`src/rtl/clock_div_gen.sv`:
```
// Multi-channel programmable clock divider with glitch-free divisor updates and sync alignment.
// Optional CLKGEN_GATE_EN adds per-channel run_en gating that stops a channel at the end of its period.
module clock_div_gen #(
  parameter int NUM_CH = 2,
  parameter int DIV_W = 8,
  parameter logic [NUM_CH*DIV_W-1:0] DIV_INIT = {8'd8, 8'd2},
  localparam int CH_W = (NUM_CH > 1) ? $clog2(NUM_CH) : 1
) (
  input  logic              clk,
  input  logic              rst,
  input  logic              sync,
  input  logic              cfg_valid,
  output logic              cfg_ready,
  input  logic [CH_W-1:0]   cfg_ch,
  input  logic [DIV_W-1:0]  cfg_div,
  output logic              cfg_err,
`ifdef CLKGEN_GATE_EN
  input  logic [NUM_CH-1:0] run_en,
`endif
  output logic [NUM_CH-1:0] clk_out,
  output logic [NUM_CH-1:0] rise_stb,
  output logic [NUM_CH-1:0] tc_stb
);

  localparam logic [CH_W:0] NUM_CH_L = (CH_W+1)'(NUM_CH);

  logic [DIV_W-1:0] cnt     [NUM_CH];
  logic [DIV_W-1:0] div     [NUM_CH];
  logic [DIV_W-1:0] nxt     [NUM_CH];
  logic [DIV_W-1:0] cnt_nxt [NUM_CH];
  logic [DIV_W-1:0] div_nxt [NUM_CH];
  logic [NUM_CH-1:0] pending, pending_nxt, restart;
  logic [NUM_CH-1:0] clk_nxt, rise_nxt, tc_nxt;
  logic ch_ok, accept;

  function automatic logic [DIV_W-1:0] clamp(input logic [DIV_W-1:0] v);
    return (v < DIV_W'(2)) ? DIV_W'(2) : v;
  endfunction

  always_comb begin
    ch_ok     = ({1'b0, cfg_ch} < NUM_CH_L);
    cfg_ready = ch_ok ? ~pending[cfg_ch] : 1'b1;
    accept    = cfg_valid & cfg_ready & ch_ok;
  end

  // Outputs are registered from the next-state counter so they always match the count they describe.
  always_comb begin
    pending_nxt = pending;
    restart     = '0;
    clk_nxt     = '0;
    rise_nxt    = '0;
    tc_nxt      = '0;
    for (int i = 0; i < NUM_CH; i++) begin
      restart[i] = sync | (cnt[i] == div[i] - DIV_W'(1));
      cnt_nxt[i] = restart[i] ? '0 : cnt[i] + DIV_W'(1);
`ifdef CLKGEN_GATE_EN
      if (!restart[i] && (cnt[i] == '0) && !run_en[i])
        cnt_nxt[i] = '0;
`endif
      div_nxt[i] = div[i];
      if (restart[i] && pending[i]) begin
        div_nxt[i]     = nxt[i];
        pending_nxt[i] = 1'b0;
      end
      if (accept && (cfg_ch == CH_W'(i)))
        pending_nxt[i] = 1'b1;
      clk_nxt[i]  = (cnt_nxt[i] >= (div_nxt[i] >> 1));
      rise_nxt[i] = (cnt_nxt[i] == (div_nxt[i] >> 1));
      tc_nxt[i]   = (cnt_nxt[i] == div_nxt[i] - DIV_W'(1));
    end
  end

  always_ff @(posedge clk) begin
    if (rst) begin
      for (int i = 0; i < NUM_CH; i++) begin
        cnt[i] <= '0;
        div[i] <= clamp(DIV_INIT[i*DIV_W +: DIV_W]);
        nxt[i] <= '0;
      end
      pending  <= '0;
      clk_out  <= '0;
      rise_stb <= '0;
      tc_stb   <= '0;
      cfg_err  <= 1'b0;
    end else begin
      for (int i = 0; i < NUM_CH; i++) begin
        cnt[i] <= cnt_nxt[i];
        div[i] <= div_nxt[i];
        if (accept && (cfg_ch == CH_W'(i)))
          nxt[i] <= clamp(cfg_div);
      end
      pending  <= pending_nxt;
      clk_out  <= clk_nxt;
      rise_stb <= rise_nxt;
      tc_stb   <= tc_nxt;
      cfg_err  <= cfg_valid & ~ch_ok;
    end
  end

endmodule

```
`config.mk`:
```
export PLATFORM = sky130hd
export DESIGN_NAME = clock_div_gen
export DESIGN_NICKNAME = d
export VERILOG_FILES = /design/src/rtl/clock_div_gen.sv
export SDC_FILE = /design/constraint.sdc
export NUM_CORES = 1
export LEC_CHECK = 0
export BUFFER_PORTS_ARGS = -buffer_cell sky130_fd_sc_hd__buf_2
export CAP_MARGIN = 40
export CORE_MARGIN = 1.5
export CORE_UTILIZATION = 35
export DETAILED_ROUTE_END_ITERATION = 10
export PLACE_DENSITY_LB_ADDON = 0.2
export SLEW_MARGIN = 0
export SYNTH_ARGS = -nofsm -noshare
export SYNTH_HDL_FRONTEND = slang
export SYNTH_SLANG_ARGS = --single-unit
```
`constraint.sdc`:
```
create_clock -name clk -period 5 [get_ports clk]
set_input_delay 1 -clock clk [delete_from_list [all_inputs] [get_ports clk]]
set_output_delay 1 -clock clk [all_outputs]
set_load 0.03 [all_outputs]
```
==> impl_results.md <==
* Status: complete, no violations
* Top FF cell, synth: dfxtp_1
* Comb pwr share at 18.8%
* Worst IR Drop VDD at 0.1484 mV
* Worst setup SP type: flip-flop
* Antenna violations before repair at 0
* Largest area contributor in the netlist: dfxtp_1
* Die W at 109.8 um
* Total wire length at 9938 um
* Cell variety after synth at 76
* Power share of the clock group at 33.7%
* Placed inst area at 0.004136 mm^2
* Share of the synthesized area in the top cell type at 20.06%
* Finished Layout Cells at 593
* Largest cells by area after synthesis: dfxtp_1 (20%), edfxtp_1 (12%), ha_1 (6.3%)
* Min Tclk post-route at 4162 ps
* Nets at 485
* Detail Route Antenna Nets at 0
* Seq/Total Area, Yosys at 32.10%
* Port buffer count at 19
* Inserted Diodes at 0
* Layout cells sized above 1 at 12.36%
* Row count at 38
* Sequential cell fraction of total power at 47.5%
* Post-DP HPWL at 7593 um
* CTS Root Cell: clkbuf_16
* Die H at 109.8 um
* Post-synth EDFFs at 16
* Worst-Margin Slew at 879.6 ps
* Critical path peak fanout at 14
* Routability cong. at 0.8995
* Mapped cell area at 0.003991 mm^2
* Commonest non-fill, non-tap cell in the layout: nor2_1
* Gr ovfl total at 0
* Post-CTS Resized at 0
* Crit path capture type: flip-flop
* Sw Share at 29.47%
* Clock Skew at 7.741 ps
* Fmax at 0.2403 GHz
* Global-route wire length before repair at 16150 um
* DP Cell Count at 585
* Fin crit share at 83.24%
* DR vias/cell at 5.494
* Fillers at 1109
* Area grow syn2layout at 7.398%
* Setup bufs post-CTS at 0
* Pleak at 1.722 nW
* Min-Delay Path Class: reg2reg
* Setup CP Type: reg2reg
* Fin area at 0.004287 mm^2
* Sink Count at 56
* Avg Cell Area, Syn at 8.850 um^2
* Synth Instances at 451
* Core footprint at 0.01098 mm^2
* Largest net degree at the start of global routing at 44
* Seq cells post-synth at 56
* Via count at 3258
* CTS Buf Count at 5
* Fin. max-slew vios at 0
* 1st-iter DRT viols at 168
* DRC Markers at 0
* Net Count, Synth at 484
* Starting Density at 36.34%
* Relative slew slack at 41.36%
* Hold-fix buffers at CTS at 0
* Synth Warn # at 0
* GR Util All Layers at 17.40%
* Unrepaired setup endpoints after global routing: no
* Final Hold Vio Count at 0
* Die area at 0.01205 mm^2
* Setup TNS at 0 ps
* Clk_lat worst skew at 300 ps
* Vias in the first global route at 3018
* Pwr dens at 253.0 mW/mm^2
* Drt pass-1 iters at 4
* Clk slew on worst S/H paths at 70 ps
* Req. time, crit path at 5210 ps
* H-tree levels at 2
* Most frequent cells in the layout: nor2_1 (52), dfxtp_1 (40), nor3_1 (22), nand2_1 (22), mux2i_1 (21)
* P_int at 0.0007648 W
* # setup viols final at 0
* Net Switching at 0.0003197 W
* WP data arrival at 4370 ps
* I/O Pins at 21
* CTS tree: done
* Clock buffer depth at 2
* Routed len/inst at 16.76 um
* Async S/R FF share, synth at 0%
* Max-cap violations at 0
==> final cells by class <==
type                       instances  area (um^2)  share of cell area [%]
multi-input combinational        347         2487                   58.03
tap                              140        175.2                   4.086
clock buffer                       5        125.1                   2.919
timing repair buffer              22        117.6                   2.744
clock inverter                     3        25.02                  0.5838
sequential                        56         1281                   29.89
inverter                          20        75.07                   1.751
==> synthesized netlist by cell type (4+ instances only) <==
cell type / n
nor2_1: 52
nor3_2: 4
a21oi_1: 18
edfxtp_1: 16
xnor2_1: 20
o21ai_0: 6
a211oi_1: 5
dfxtp_1: 40
nand2b_1: 12
and2_1: 11
nand3_1: 11
inv_1: 20
nand2_1: 22
nor3_1: 22
mux2i_1: 21
buf_2: 4
and3_1: 5
buf_6: 4
nor4_1: 7
ha_1: 20
clkbuf_1: 17
xor2_1: 14
nor2b_1: 11
==> final timing paths <==
path	start	end	slack [ps]	cells after the start
worst min-delay path	nxt[0][1]$_DFFE_PP_	div[0][1]$_SDFF_PP1_	590	2
worst max-delay path	div[0][8]$_SDFF_PP0_	tc_stb[1]$_SDFF_PP0_	840	14
worst min register to register	nxt[0][1]$_DFFE_PP_	div[0][1]$_SDFF_PP1_	590	2
worst max register to register	div[0][8]$_SDFF_PP0_	tc_stb[1]$_SDFF_PP0_	840	14
==> critical path: stages, from the launching register on <==
cell and delay [ps]:
dfxtp_1 500, inv_1 140, ha_1 320, nor4b_1 330, a32oi_1 80, a21oi_1 280
o211ai_1 160, nand2_1 490, mux2i_1 350, ha_1 240, and3_1 180, o311ai_1 100
o2bb2ai_1 170, or4_1 470, nor4_1 250
==> per-layer routing <==
layer | track usage (%) | up-vias | routed length [um]
li1 | - | 1637 | -
met1 | 26.00 | 1529 | 5024
met2 | 25.87 | 82 | 4299
met3 | 2.371 | 10 | 489
met4 | 4.917 | 0 | 124
met5 | 0 | - | 0
==> power by group through the flow <==
| stage | logic (W) | clock network, W | registers (W) |
|---|---|---|---|
| global placement | 0.000201 | 0 | 0.000526 |
| CTS | 0.000203 | 0.000378 | 0.000515 |
| detailed placement | 0.000202 | 0 | 0.000525 |
| finish | 0.000203 | 0.000366 | 0.000515 |
| global route | 0.000225 | 0.000399 | 0.000518 |
| floorplan | 0.000157 | 0 | 0.000522 |
==> stage by stage <==
| stage | util, % | hold slack (ps) | worst slack, ps | total power (W) |
|---|---|---|---|---|
| floorplan | - | 504.2 | 1214 | 0.0006785 |
| global placement | 37.66 | 567.9 | 945.4 | 0.0007270 |
| detailed placement | 37.66 | 567.6 | 903.2 | 0.0007271 |
| CTS | 39.03 | 588.1 | 869.4 | 0.001096 |
| global route | 39.03 | 634.6 | 439.6 | 0.001143 |
| finish | 39.03 | 585.5 | 837.9 | 0.001085 |
==> state kept, by name (all words and copies together), names as in the netlist <==
register  count
cnt          16
div          16
nxt          16
clk_out       2
pending       2
rise_stb      2
tc_stb        2
==> cells by family after synthesis <==
family / Yosys count / synth area share (%)
multiplexers: 25 / 6.395
XOR/XNOR: 36 / 8.589
adder cells (fa/ha/maj): 20 / 6.270
flip-flops: 56 / 32.10
other: 1 / 0.09395
AO/OA/AOI/OAI: 80 / 15.46
AND/OR/NAND/NOR: 185 / 25.52
buffers and inverters: 48 / 5.580
Note: power is estimated with default switching activity, not from simulation.
